==> src/rtl/dmem_pkg.sv <==
// -----------------------------------------------------------------------------
// dmem_pkg
// Shared definitions for the data-RAM frame reader: default image geometry,
// data RAM depth and the reader FSM state encoding.
// No ports (package).
// -----------------------------------------------------------------------------
package dmem_pkg;

  localparam int unsigned IMG_W_DEF  = 360;
  localparam int unsigned IMG_H_DEF  = 360;
  localparam int unsigned DMEM_DEPTH = 129600;

  typedef enum logic [1:0] {
    RD_IDLE   = 2'd0,
    RD_STREAM = 2'd1,
    RD_DRAIN  = 2'd2
  } rd_state_t;

endpackage

==> src/rtl/dmem_frame_reader_if.sv <==
// -----------------------------------------------------------------------------
// dmem_frame_reader_if
// Bundles the data-RAM read port and the outgoing pixel stream of the frame
// reader.
//   mem_addr   word address to the RAM asynchronous read port
//   mem_rd     RAM read data, combinational from mem_addr
//   out_valid  / out_ready   stream handshake
//   out_pixel  pixel value
//   out_sol / out_eol / out_last   start-of-line, end-of-line, end-of-frame
// Modports: master = frame reader, slave = RAM + stream consumer side.
// -----------------------------------------------------------------------------
interface dmem_frame_reader_if #(
  parameter int unsigned ADDR_W = 32,
  parameter int unsigned PIX_W  = 8
);

  logic [ADDR_W-1:0] mem_addr;
  logic [31:0]       mem_rd;
  logic              out_valid;
  logic              out_ready;
  logic [PIX_W-1:0]  out_pixel;
  logic              out_sol;
  logic              out_eol;
  logic              out_last;

  modport master (
    output mem_addr,
    input  mem_rd,
    output out_valid,
    input  out_ready,
    output out_pixel,
    output out_sol,
    output out_eol,
    output out_last
  );

  modport slave (
    input  mem_addr,
    output mem_rd,
    input  out_valid,
    output out_ready,
    input  out_pixel,
    input  out_sol,
    input  out_eol,
    input  out_last
  );

endinterface

==> src/rtl/dmem_frame_reader_start_sync.sv <==
// -----------------------------------------------------------------------------
// start_sync
// Brings the raw start switch into the clock domain and turns every level
// change (rising or falling) into a single-cycle start event.
//   clk           clock, posedge
//   rst           asynchronous active-high reset
//   switch_start  raw asynchronous switch level
//   start_evt     one-cycle pulse per switch level change
// -----------------------------------------------------------------------------
module start_sync (
  input  logic clk,
  input  logic rst,
  input  logic switch_start,
  output logic start_evt
);

  logic sync_p0;
  logic sync_p1;
  logic hist_p2;

  always_ff @(posedge clk or posedge rst) begin
    if (rst) begin
      sync_p0 <= 1'b0;
      sync_p1 <= 1'b0;
      hist_p2 <= 1'b0;
    end else begin
      // stage 0/1: metastability filter; stage 2: previous synchronized level
      sync_p0 <= switch_start;
      sync_p1 <= sync_p0;
      hist_p2 <= sync_p1;
    end
  end

  // Both edges of the switch request a frame.
  assign start_evt = sync_p1 ^ hist_p2;

endmodule

==> src/rtl/dmem_frame_reader.sv <==
// -----------------------------------------------------------------------------
// dmem_frame_reader
// Scans IMG_W*IMG_H consecutive data-RAM words starting at BASE_ADDR and
// streams the low PIX_W bits of each word as one pixel, with line and frame
// markers, one pixel per cycle when the consumer is ready.
//   clk           clock, posedge
//   rst           asynchronous active-high reset
//   switch_start  raw start switch; every level change requests one frame
//   bus           master side of dmem_frame_reader_if (RAM read port + stream)
//   busy          high while a frame is being streamed or drained
//   done          one-cycle pulse after the final beat is accepted
// -----------------------------------------------------------------------------
module dmem_frame_reader
  import dmem_pkg::*;
#(
  parameter int unsigned       ADDR_W    = 32,
  parameter int unsigned       IMG_W     = IMG_W_DEF,
  parameter int unsigned       IMG_H     = IMG_H_DEF,
  parameter logic [ADDR_W-1:0] BASE_ADDR = '0,
  parameter int unsigned       PIX_W     = 8
) (
  input  logic                clk,
  input  logic                rst,
  input  logic                switch_start,
  dmem_frame_reader_if.master bus,
  output logic                busy,
  output logic                done
);

  localparam int unsigned COL_W = (IMG_W > 1) ? $clog2(IMG_W) : 1;
  localparam int unsigned ROW_W = (IMG_H > 1) ? $clog2(IMG_H) : 1;

  rd_state_t        state;
  rd_state_t        state_nxt;
  logic [COL_W-1:0] col;
  logic [ROW_W-1:0] row;
  logic             start_evt;
  logic             load;
  logic             accept;
  logic             col_last;
  logic             row_last;
  logic             px_last;
  logic             unused_rd;

  start_sync u_start_sync (
    .clk          (clk),
    .rst          (rst),
    .switch_start (switch_start),
    .start_evt    (start_evt)
  );

  assign accept   = bus.out_valid && bus.out_ready;
  // The output register refills whenever it is empty or being emptied this
  // cycle, which gives full throughput and a stable beat under backpressure.
  assign load     = (state == RD_STREAM) && (!bus.out_valid || bus.out_ready);
  assign col_last = (col == COL_W'(IMG_W - 1));
  assign row_last = (row == ROW_W'(IMG_H - 1));
  assign px_last  = col_last && row_last;
  assign busy     = (state != RD_IDLE);
  assign unused_rd = ^bus.mem_rd;

  always_ff @(posedge clk or posedge rst) begin
    if (rst) begin
      state <= RD_IDLE;
    end else begin
      state <= state_nxt;
    end
  end

  always_comb begin
    state_nxt = state;
    case (state)
      // A request coinciding with the done pulse belongs to the frame that
      // just ended and is dropped.
      RD_IDLE:   if (start_evt && !done) state_nxt = RD_STREAM;
      RD_STREAM: if (load && px_last)    state_nxt = RD_DRAIN;
      RD_DRAIN:  if (accept)             state_nxt = RD_IDLE;
      default:                           state_nxt = RD_IDLE;
    endcase
  end

  always_ff @(posedge clk or posedge rst) begin
    if (rst) begin
      bus.mem_addr  <= BASE_ADDR;
      bus.out_valid <= 1'b0;
      bus.out_pixel <= '0;
      bus.out_sol   <= 1'b0;
      bus.out_eol   <= 1'b0;
      bus.out_last  <= 1'b0;
      col           <= '0;
      row           <= '0;
      done          <= 1'b0;
    end else begin
      done <= (state == RD_DRAIN) && accept;
      case (state)
        RD_IDLE: begin
          col          <= '0;
          row          <= '0;
          bus.mem_addr <= BASE_ADDR;
        end
        RD_STREAM: begin
          if (load) begin
            // output register stage: capture the word addressed this cycle
            bus.out_pixel <= bus.mem_rd[PIX_W-1:0];
            bus.out_valid <= 1'b1;
            bus.out_sol   <= (col == '0);
            bus.out_eol   <= col_last;
            bus.out_last  <= px_last;
            if (col_last) begin
              col <= '0;
              row <= row_last ? '0 : row + 1'b1;
            end else begin
              col <= col + 1'b1;
            end
            // Parking on the final word keeps the address inside the frame.
            if (!px_last) begin
              bus.mem_addr <= bus.mem_addr + 1'b1;
            end
          end
        end
        RD_DRAIN: begin
          if (accept) begin
            bus.out_valid <= 1'b0;
            bus.out_sol   <= 1'b0;
            bus.out_eol   <= 1'b0;
            bus.out_last  <= 1'b0;
            bus.mem_addr  <= BASE_ADDR;
          end
        end
        default: begin
          bus.out_valid <= 1'b0;
          bus.mem_addr  <= BASE_ADDR;
        end
      endcase
    end
  end

endmodule

==> src/flat_wrapper.sv <==
// flat-port wrapper written by rule: the top's interface ports become plain ports
module dmem_frame_reader_flat import dmem_pkg::*;
#(
  parameter int unsigned       ADDR_W    = 32,
  parameter int unsigned       IMG_W     = IMG_W_DEF,
  parameter int unsigned       IMG_H     = IMG_H_DEF,
  parameter logic [ADDR_W-1:0] BASE_ADDR = '0,
  parameter int unsigned       PIX_W     = 8
)
  (clk, rst, switch_start, busy, done, bus_mem_addr, bus_mem_rd, bus_out_valid, bus_out_ready, bus_out_pixel, bus_out_sol, bus_out_eol, bus_out_last);
  dmem_frame_reader_if #(.ADDR_W(ADDR_W), .PIX_W(PIX_W)) bus_i ();
  input  logic clk;
  input  logic rst;
  input  logic switch_start;
  output logic busy;
  output logic done;
  output wire logic [$bits(bus_i.mem_addr)-1:0] bus_mem_addr;
  input wire logic [$bits(bus_i.mem_rd)-1:0] bus_mem_rd;
  output wire logic [$bits(bus_i.out_valid)-1:0] bus_out_valid;
  input wire logic [$bits(bus_i.out_ready)-1:0] bus_out_ready;
  output wire logic [$bits(bus_i.out_pixel)-1:0] bus_out_pixel;
  output wire logic [$bits(bus_i.out_sol)-1:0] bus_out_sol;
  output wire logic [$bits(bus_i.out_eol)-1:0] bus_out_eol;
  output wire logic [$bits(bus_i.out_last)-1:0] bus_out_last;
  assign bus_mem_addr = bus_i.mem_addr;
  assign bus_i.mem_rd = bus_mem_rd;
  assign bus_out_valid = bus_i.out_valid;
  assign bus_i.out_ready = bus_out_ready;
  assign bus_out_pixel = bus_i.out_pixel;
  assign bus_out_sol = bus_i.out_sol;
  assign bus_out_eol = bus_i.out_eol;
  assign bus_out_last = bus_i.out_last;
  dmem_frame_reader #(.ADDR_W(ADDR_W), .IMG_W(IMG_W), .IMG_H(IMG_H), .BASE_ADDR(BASE_ADDR), .PIX_W(PIX_W)) u_core (.clk(clk), .rst(rst), .switch_start(switch_start), .bus(bus_i), .busy(busy), .done(done));
endmodule
==> config.mk <==
export PLATFORM = sky130hd
export DESIGN_NAME = dmem_frame_reader_flat
export DESIGN_NICKNAME = d
export VERILOG_FILES = /design/src/rtl/dmem_pkg.sv /design/src/rtl/dmem_frame_reader_if.sv /design/src/rtl/dmem_frame_reader_start_sync.sv /design/src/rtl/dmem_frame_reader.sv /design/src/flat_wrapper.sv
export SDC_FILE = /design/constraint.sdc
export NUM_CORES = 1
export LEC_CHECK = 0
export BUFFER_PORTS_ARGS = -buffer_cell sky130_fd_sc_hd__buf_2
export CAP_MARGIN = 20
export CORE_ASPECT_RATIO = 1.2
export CORE_MARGIN = 2
export CORE_UTILIZATION = 40
export DETAILED_ROUTE_END_ITERATION = 6
export GPL_TIMING_DRIVEN = 0
export SLEW_MARGIN = 20
export SYNTH_ARGS = -nofsm -noshare
export SYNTH_HDL_FRONTEND = slang
export SYNTH_SLANG_ARGS = --single-unit
==> constraint.sdc <==
create_clock -name clk -period 4.7 [get_ports clk]
set_input_delay 0.235 -clock clk [delete_from_list [all_inputs] [get_ports clk]]
set_output_delay 0.235 -clock clk [all_outputs]
set_load 0.01 [all_outputs]
==> reports/qor.json, run 1 <==
{
  "setup_path": {
    "crit_path_end_kind": "flip-flop",
    "cpMostUsedCell": "sky130_fd_sc_hd__nor2_1",
    "crit_family": "simple AND/OR/NAND/NOR gates",
    "setup.worst_path.start_class": "flip-flop",
    "worst-path-max-fanout": 10,
    "regToRegStartpoint": "u_core.col[4]",
    "worst_r2r_path_depth": 5,
    "timing.reg2reg.setup_slack_ns": 2.13,
    "worstPathRequired_ns": 4.94,
    "critPathMaxStageDelay_ns": 0.69,
    "critical_path.n_buffers_inverters": 0,
    "setup.worst_path.class": "reg2reg",
    "crit_path_cell_chain": "or4b_4 -> nor4_4 -> nor2_1 -> nor2_2 -> nor2_1",
    "worstPathArrival_ns": 2.81,
    "worst_setup_path_endpoint": "u_core.row[7]",
    "worst_setup_path_startpoint": "u_core.col[4]",
    "cpMaxStageDelayCell": "sky130_fd_sc_hd__nor4_4",
    "cp.depth": 5,
    "timing.rr.end": "u_core.row[7]"
  },
  "route": {
    "routed_wirelength_um": 8780,
    "final_antenna_net_count": 0,
    "vias": 3211,
    "drt_iter0_markers": 203,
    "via_per_inst": 5.56,
    "first_pass_iters": 5,
    "drc_errors": 0,
    "drt-wirelength-per-cell_um": 15.2
  },
  "yosys": {
    "synth.net_count": 425,
    "yosysTopAreaCellShare_pct": 47.3,
    "async_flop_share_pct": 100,
    "postSynthAreaPerCell_um2": 9.35,
    "synth_top_flop_cell": "sky130_fd_sc_hd__dfrtp_1",
    "netlist_cell_types": 54,
    "yosysSeqAreaShare_pct": 47.3,
    "synth_top_cell_by_area": "sky130_fd_sc_hd__dfrtp_1",
    "synthesis.yosys.warnings": 0,
    "mappedNetlistArea_um2": 3600,
    "synth-edff-count": 0,
    "number_of_instances_in_the_synthesized_netlist": 385,
    "ys_top_cells_by_area": "sky130_fd_sc_hd__dfrtp_1 (47%), sky130_fd_sc_hd__nand2_1 (6.8%), sky130_fd_sc_hd__o21ai_0 (4.2%), sky130_fd_sc_hd__nand3_1 (3.6%), sky130_fd_sc_hd__nor2_1 (2.4%)",
    "postSynthRegisterBits": 68
  },
  "power": {
    "leak_pwr_nw": 1.98,
    "max-vdd-ir-drop_v": 0.000153,
    "switching_power_mw": 0.424,
    "cell_internal_pwr_mw": 1.08,
    "pwr-share-seq_pct": 47.2,
    "share_comb_of_total_power_pct": 12.6,
    "clock_power_share_pct": 40.2,
    "switching_share_pct": 28.2,
    "power-per-cell-area_nw_per_um2": 347
  },
  "grt": {
    "vias_in_the_first_global_route": 3037,
    "groute.usage.overall_pct": 19.0,
    "grt_antenna_before_repair": 0,
    "first_pass_grt_wire_length_um": 14900,
    "grt_start_max_net_pins": 37,
    "overflow": 0
  },
  "placed_design": {
    "detailedPlacementHpwl_um": 6150,
    "placed_area_um2": 4060,
    "gp_congestion": 0.821,
    "placement.io_buffers": 57
  },
  "outcome": {
    "outcome": "finished clean"
  },
  "finish": {
    "nets": 496,
    "most-common-layout-cells": "sky130_fd_sc_hd__dfrtp_1 (68), sky130_fd_sc_hd__nand2_1 (65), sky130_fd_sc_hd__buf_2 (58)",
    "syn_to_final_growth_pct": 20.0,
    "final_common_cell": "sky130_fd_sc_hd__dfrtp_1",
    "antenna_cells_inserted": 0,
    "post-route-cell-area_um2": 4320,
    "finish.utilization_pct": 49.9,
    "drive_above_1_share_pct": 21.3
  },
  "min_path": {
    "min_path_type": "in2reg"
  },
  "floorplanning": {
    "top_level_ports": 82,
    "dieWidth_um": 90.6,
    "core_area_um2": 8660,
    "row_count": 37,
    "initial_core_util_pct": 41.6,
    "design.die.area_um2": 9780,
    "chipHeight_um": 108
  },
  "sta": {
    "rsz0062_at_grt": "no",
    "finalMaxSlewViolations": 0,
    "worst_pin_slew_ns": 0.738,
    "max-slew-margin-rel_pct": 50.4,
    "fmax_mhz": 389,
    "finalWorstPathRequiredPeriod_ns": 2.57,
    "totalNegativeSetupSlack_ns": 0,
    "min_period_over_period_pct": 54.6,
    "setup_viol": 0,
    "finalHoldViolations": 0,
    "fin_skew_ns": 0.0101
  },
  "clock_tree": {
    "clock_path_buffers": 2,
    "cts_sinks": 68,
    "cts_inserted_buffers": 9,
    "cts_root_buffer": "sky130_fd_sc_hd__clkbuf_8",
    "cts.reportedPaths.clkPinSlew_ns": 0.08,
    "cts_repair_resize_count": 0,
    "clk_latency_ns": 0.36,
    "tritoncts": "yes",
    "cts_max_level": 3
  },
  "run": {
    "timing.max_cap.violations": 0
  }
}
==> per-stage QoR <==
stage                     hold slack, ns  worst slack, ns  total power [mW]  instances
final                             0.0625             2.13              1.50        578
after global routing              0.0621             1.97              1.58        578
after CTS                         0.0452             2.12              1.52        578
after detailed placement           0.274             2.14             0.910        560
after global placement             0.354             1.80             0.904        559
after floorplan                    0.266             2.50             0.830        385
==> state kept, by name, summed over array words and instances, names as in the netlist <==
register                     flops
u_core.bus.mem_addr             32
u_core.bus.out_eol               1
u_core.bus.out_last              1
u_core.bus.out_pixel             8
u_core.bus.out_sol               1
u_core.bus.out_valid             1
u_core.col                       9
u_core.done                      1
u_core.row                       9
u_core.state                     2
u_core.u_start_sync.hist_p2      1
u_core.u_start_sync.sync_p0      1
u_core.u_start_sync.sync_p1      1
==> timing repair <==
| item | CTS | global route |
|---|---|---|
| hold endpoints to repair | 33 | 0 |
| buffers inserted | 0 | 0 |
| hold buffers | 2 | 0 |
==> final cells by class <==
cell class	count	area [um2]
plain buffers	13	87.6
clock buffers	9	124
clock inverters	7	124
fillers	849	4330
inverters	8	32.5
multi-input cells	296	1780
flip-flops and latches	68	1700
well taps	117	146
repair buffers	60	325
==> worst register-to-register path, stage by stage (launching register included) <==
cell and delay (ns):
sky130_fd_sc_hd__dfrtp_1 0.47, sky130_fd_sc_hd__or4b_4 0.60, sky130_fd_sc_hd__nor4_4 0.69, sky130_fd_sc_hd__nor2_1 0.30
sky130_fd_sc_hd__nor2_2 0.30, sky130_fd_sc_hd__nor2_1 0.08
==> how the worst min path moves through the flow <==
stage                        startpoint                           to  slack (ns)  cells after the start
after floorplan            switch_start  u_core.u_start_sync.sync_p0        0.27                      0
after global placement     switch_start  u_core.u_start_sync.sync_p0        0.35                      1
after detailed placement            rst      u_core.bus.mem_addr[27]        0.27                      2
after CTS                 bus_mem_rd[1]      u_core.bus.out_pixel[1]        0.05                      3
after global routing      bus_mem_rd[5]      u_core.bus.out_pixel[5]        0.06                      3
final                     bus_mem_rd[1]      u_core.bus.out_pixel[1]        0.06                      3
==> per-layer routing <==
layer | vias to the layer above | wire, um | track usage [%]
met1 | 1571 | 3980 | 24.9
met5 | - | 0 | 0
met3 | 12 | 362 | 3.21
met4 | 0 | 137 | 8.02
met2 | 80 | 4300 | 31.2
li1 | 1548 | - | -
==> cell usage after synthesis (6+ instances only) <==
cell type and n:
sky130_fd_sc_hd__xnor2_1 7, sky130_fd_sc_hd__and3_1 9, sky130_fd_sc_hd__nand2_1 65, sky130_fd_sc_hd__nand2b_1 6, sky130_fd_sc_hd__inv_1 8, sky130_fd_sc_hd__nor3_1 9, sky130_fd_sc_hd__a21oi_1 7, sky130_fd_sc_hd__nand4_1 12
sky130_fd_sc_hd__o21ai_0 30, sky130_fd_sc_hd__or3_1 6, sky130_fd_sc_hd__xor2_1 7, sky130_fd_sc_hd__nor2_1 23, sky130_fd_sc_hd__o31ai_1 6, sky130_fd_sc_hd__a22o_1 6, sky130_fd_sc_hd__nand3_1 26, sky130_fd_sc_hd__o21ai_1 10
sky130_fd_sc_hd__dfrtp_1 68
==> kinds of logic after synthesis <==
logic type | share of synthesized area, %
compound gates | 17.1
buf+inv | 3.27
simple gates | 27.6
flops | 47.3
xor+xnor | 3.41
fa+ha+maj | 1.39
==> power by group through the flow <==
stage,clock network (mW),logic [mW],registers [mW]
detailed placement,0,0.192,0.717
floorplan,0,0.115,0.715
CTS,0.618,0.193,0.707
global route,0.639,0.218,0.722
global placement,0,0.186,0.717
finish,0.603,0.189,0.708
(Power assumes the default switching activity.)
==> inputs of run 2 (changes only) <==
==> constraint.sdc (replaced) <==
create_clock -name clk -period 2.3 [get_ports clk]
set_input_delay 0.115 -clock clk [delete_from_list [all_inputs] [get_ports clk]]
set_output_delay 0.115 -clock clk [all_outputs]
set_load 0.01 [all_outputs]
==> reports/qor.json, run 2 (same netlist as run 1, synthesis figures left out) <==
{
  "outcome": {
    "outcome": "finished clean"
  },
  "clock_tree": {
    "cts_root_buffer": "sky130_fd_sc_hd__clkbuf_8",
    "tritoncts": "yes",
    "clk_latency": {"value": 0.35, "unit": "ns", "change": "about the same"},
    "cts_sinks": {"value": 68, "change": "unchanged"},
    "clock_path_buffers": {"value": 2, "change": "unchanged"},
    "cts_inserted_buffers": {"value": 9, "change": "unchanged"},
    "cts.reportedPaths.clkPinSlew": {"value": 0.08, "unit": "ns", "change": "about the same"},
    "cts_max_level": {"value": 3, "change": "unchanged"}
  },
  "setup_path": {
    "worstPathRequired": {"value": 2.56, "unit": "ns", "change": "-2.38 ns"},
    "worstPathArrival": {"value": 2.42, "unit": "ns", "change": "-0.39 ns"},
    "cpMaxStageDelayCell": "sky130_fd_sc_hd__or4b_4",
    "regToRegStartpoint": "u_core.col[4]",
    "timing.rr.end": "u_core.bus.mem_addr[5]",
    "setup.worst_path.class": "reg2reg",
    "worst_r2r_path_depth": {"value": 8, "change": "+3"},
    "crit_path_cell_chain": "or4b_4 -> nor4_4 -> buf_4 -> buf_4 -> a22o_4 -> buf_6 -> o21ai_0 -> o31ai_1",
    "critPathMaxStageDelay": {"value": 0.58, "unit": "ns", "change": "-0.11 ns"},
    "cpMostUsedCell": "sky130_fd_sc_hd__buf_4",
    "worst-path-max-fanout": {"value": 10, "change": "unchanged"},
    "crit_family": "simple AND/OR/NAND/NOR gates",
    "critical_path.n_buffers_inverters": {"value": 3, "change": "+3"},
    "worst_setup_path_startpoint": "u_core.col[4]",
    "crit_path_end_kind": "flip-flop",
    "timing.reg2reg.setup_slack": {"value": 0.14, "unit": "ns", "change": "-1.99 ns"},
    "setup.worst_path.start_class": "flip-flop"
  },
  "power": {
    "leak_pwr": {"value": 2.06, "unit": "nW", "change": "+4.0%"},
    "power-per-cell-area": {"value": 687, "unit": "nW/um2", "change": "+98%"},
    "fin_total_pwr": {"value": 3.08, "unit": "mW", "change": "+110%"},
    "max-vdd-ir-drop": {"value": 0.000311, "unit": "V", "change": "+100%"}
  },
  "grt": {
    "grt_antenna_before_repair": {"value": 0, "change": "unchanged"},
    "grt_start_max_net_pins": {"value": 37, "change": "unchanged"},
    "overflow": {"value": 0, "change": "unchanged"},
    "first_pass_grt_wire_length": {"value": 15100, "unit": "um", "change": "+1.2%"},
    "groute.usage.overall": {"value": 19.2, "unit": "%", "change": "+0.24 points"},
    "vias_in_the_first_global_route": {"value": 3052, "change": "+0.49%"}
  },
  "finish": {
    "regMostFlops": "u_core.bus.mem_addr",
    "most-common-layout-cells": "sky130_fd_sc_hd__dfrtp_1 (67), sky130_fd_sc_hd__nand2_1 (65), sky130_fd_sc_hd__buf_2 (59)",
    "largest_register_ffs": {"value": 32, "change": "unchanged"},
    "drive_above_1_share": {"value": 23.7, "unit": "%", "change": "+2.5 points"},
    "nets": {"value": 511, "change": "+3.0%"},
    "post-route-cell-area": {"value": 4480, "unit": "um2", "change": "+3.5%"},
    "syn_to_final_growth_pct": 24.3,
    "antenna_cells_inserted": {"value": 0, "change": "unchanged"},
    "final_common_cell": "sky130_fd_sc_hd__dfrtp_1",
    "finish.utilization": {"value": 51.7, "unit": "%", "change": "+1.8 points"},
    "reg_top3": "u_core.bus.mem_addr x32, u_core.col x9, u_core.row x9"
  },
  "min_path": {
    "min_path_cells": {"value": 3, "change": "unchanged"},
    "holdPathEnd": "u_core.state[1]",
    "holdCritStartpoint": "bus_out_ready",
    "min_path_type": "in2reg"
  },
  "route": {
    "final_antenna_net_count": {"value": 0, "change": "unchanged"},
    "routed_wirelength": {"value": 8840, "unit": "um", "change": "+0.67%"},
    "vias": {"value": 3238, "change": "+0.84%"},
    "drc_errors": {"value": 0, "change": "unchanged"},
    "via_per_inst": {"value": 5.46, "change": "-1.7%"},
    "drt-wirelength-per-cell": {"value": 14.9, "unit": "um", "change": "-1.9%"},
    "drt_iter0_markers": {"value": 186, "change": "-8.4%"},
    "first_pass_iters": {"value": 4, "change": "-1"}
  },
  "sta": {
    "finalWorstPathRequiredPeriod": {"value": 2.16, "unit": "ns", "change": "-0.408 ns"},
    "fin_skew": {"value": 0.00838, "unit": "ns", "change": "-0.00176 ns"},
    "worst_pin_slew": {"value": 0.606, "unit": "ns", "change": "-0.132 ns"},
    "fmax": {"value": 463, "unit": "MHz", "change": "+19%"},
    "min_period_over_period": {"value": 94.0, "unit": "%", "change": "+39 points"},
    "finalHoldViolations": {"value": 0, "change": "unchanged"},
    "finalMaxSlewViolations": {"value": 0, "change": "unchanged"},
    "setup_viol": {"value": 0, "change": "unchanged"},
    "max-slew-margin-rel": {"value": 59.3, "unit": "%", "change": "+8.9 points"},
    "fin_hold_ws": {"value": 0.0725, "unit": "ns", "change": "+0.0101 ns"},
    "totalNegativeSetupSlack": {"value": 0, "unit": "ns", "change": "unchanged"}
  },
  "floorplanning": {
    "core_area": {"value": 8660, "unit": "um2", "change": "unchanged"},
    "dieWidth": {"value": 90.6, "unit": "um", "change": "unchanged"},
    "top_level_ports": {"value": 82, "change": "unchanged"},
    "initial_core_util": {"value": 41.6, "unit": "%", "change": "unchanged"},
    "design.die.area": {"value": 9780, "unit": "um2", "change": "unchanged"},
    "row_count": {"value": 37, "change": "unchanged"},
    "chipHeight": {"value": 108, "unit": "um", "change": "unchanged"}
  },
  "run": {
    "timing.max_cap.violations": {"value": 0, "change": "unchanged"}
  },
  "placed_design": {
    "placed_area": {"value": 4060, "unit": "um2", "change": "unchanged"},
    "placement.io_buffers": {"value": 57, "change": "unchanged"},
    "gp_congestion": {"value": 0.821, "change": "unchanged"},
    "detailedPlacementHpwl": {"value": 6150, "unit": "um", "change": "unchanged"}
  }
}
## run 2: cell type report
| type | instances | area (um2) |
|---|---|---|
| Fill cell | 837 | 4180 |
| Multi-Input combinational cell | 296 | 1800 |
| Sequential cell | 68 | 1700 |
| Timing Repair Buffer | 75 | 458 |
| Tap cell | 117 | 146 |
| Clock buffer | 9 | 124 |
| Clock inverter | 7 | 124 |
| Buffer | 13 | 90.1 |
| Inverter | 8 | 32.5 |
## run 2: timing repair
action / CTS / global route
pin swaps: 3 / 2
endpoints found under the setup margin: 39 / 17
cloned: 0 / 0
gates resized for setup: 1 / 9
hold endpoints to repair: 41 / 0
hold buffers: 10 / 0
buffers inserted: 4 / 3
## run 2: where the power goes
group          switching (mW)  internal [mW]  total [mW]
clock network           0.502          0.727        1.23
logic                   0.214          0.186       0.399
registers               0.147           1.30        1.45
total                   0.863           2.21        3.08
## run 2: per-stage QoR
stage,cells,setup slack [ns]
6_report,593,0.139
5_1_grt,593,-0.0199
4_1_cts,590,0.0352
3_5_place_dp,560,-0.259
3_3_place_gp,559,-0.477
2_1_floorplan,385,0.102
## run 2: worst min-delay path: cells and delay by family
kind | cells | cell delay, ns
buf+inv | 1 | 0.12
simple gates | 1 | 0.07
compound gates | 1 | 0.08
## run 2: worst max-delay path by stage
stage,cells past startpoint,slack [ns],endpoint
2_1_floorplan,6,0.10,u_core.bus.mem_addr[28]
3_3_place_gp,2,-0.48,u_core.row[0]
3_5_place_dp,5,-0.26,u_core.row[7]
4_1_cts,6,0.04,u_core.bus.mem_addr[29]
5_1_grt,9,-0.02,u_core.bus.mem_addr[5]
6_report,8,0.14,u_core.bus.mem_addr[5]
## run 2: routing by layer
metal	wire, um	GRT usage (%)	vias to the layer above
li1	-	-	1577
met1	3940	25.3	1565
met2	4380	31.7	84
met3	372	3.07	12
met4	141	7.91	0
met5	0	0	-
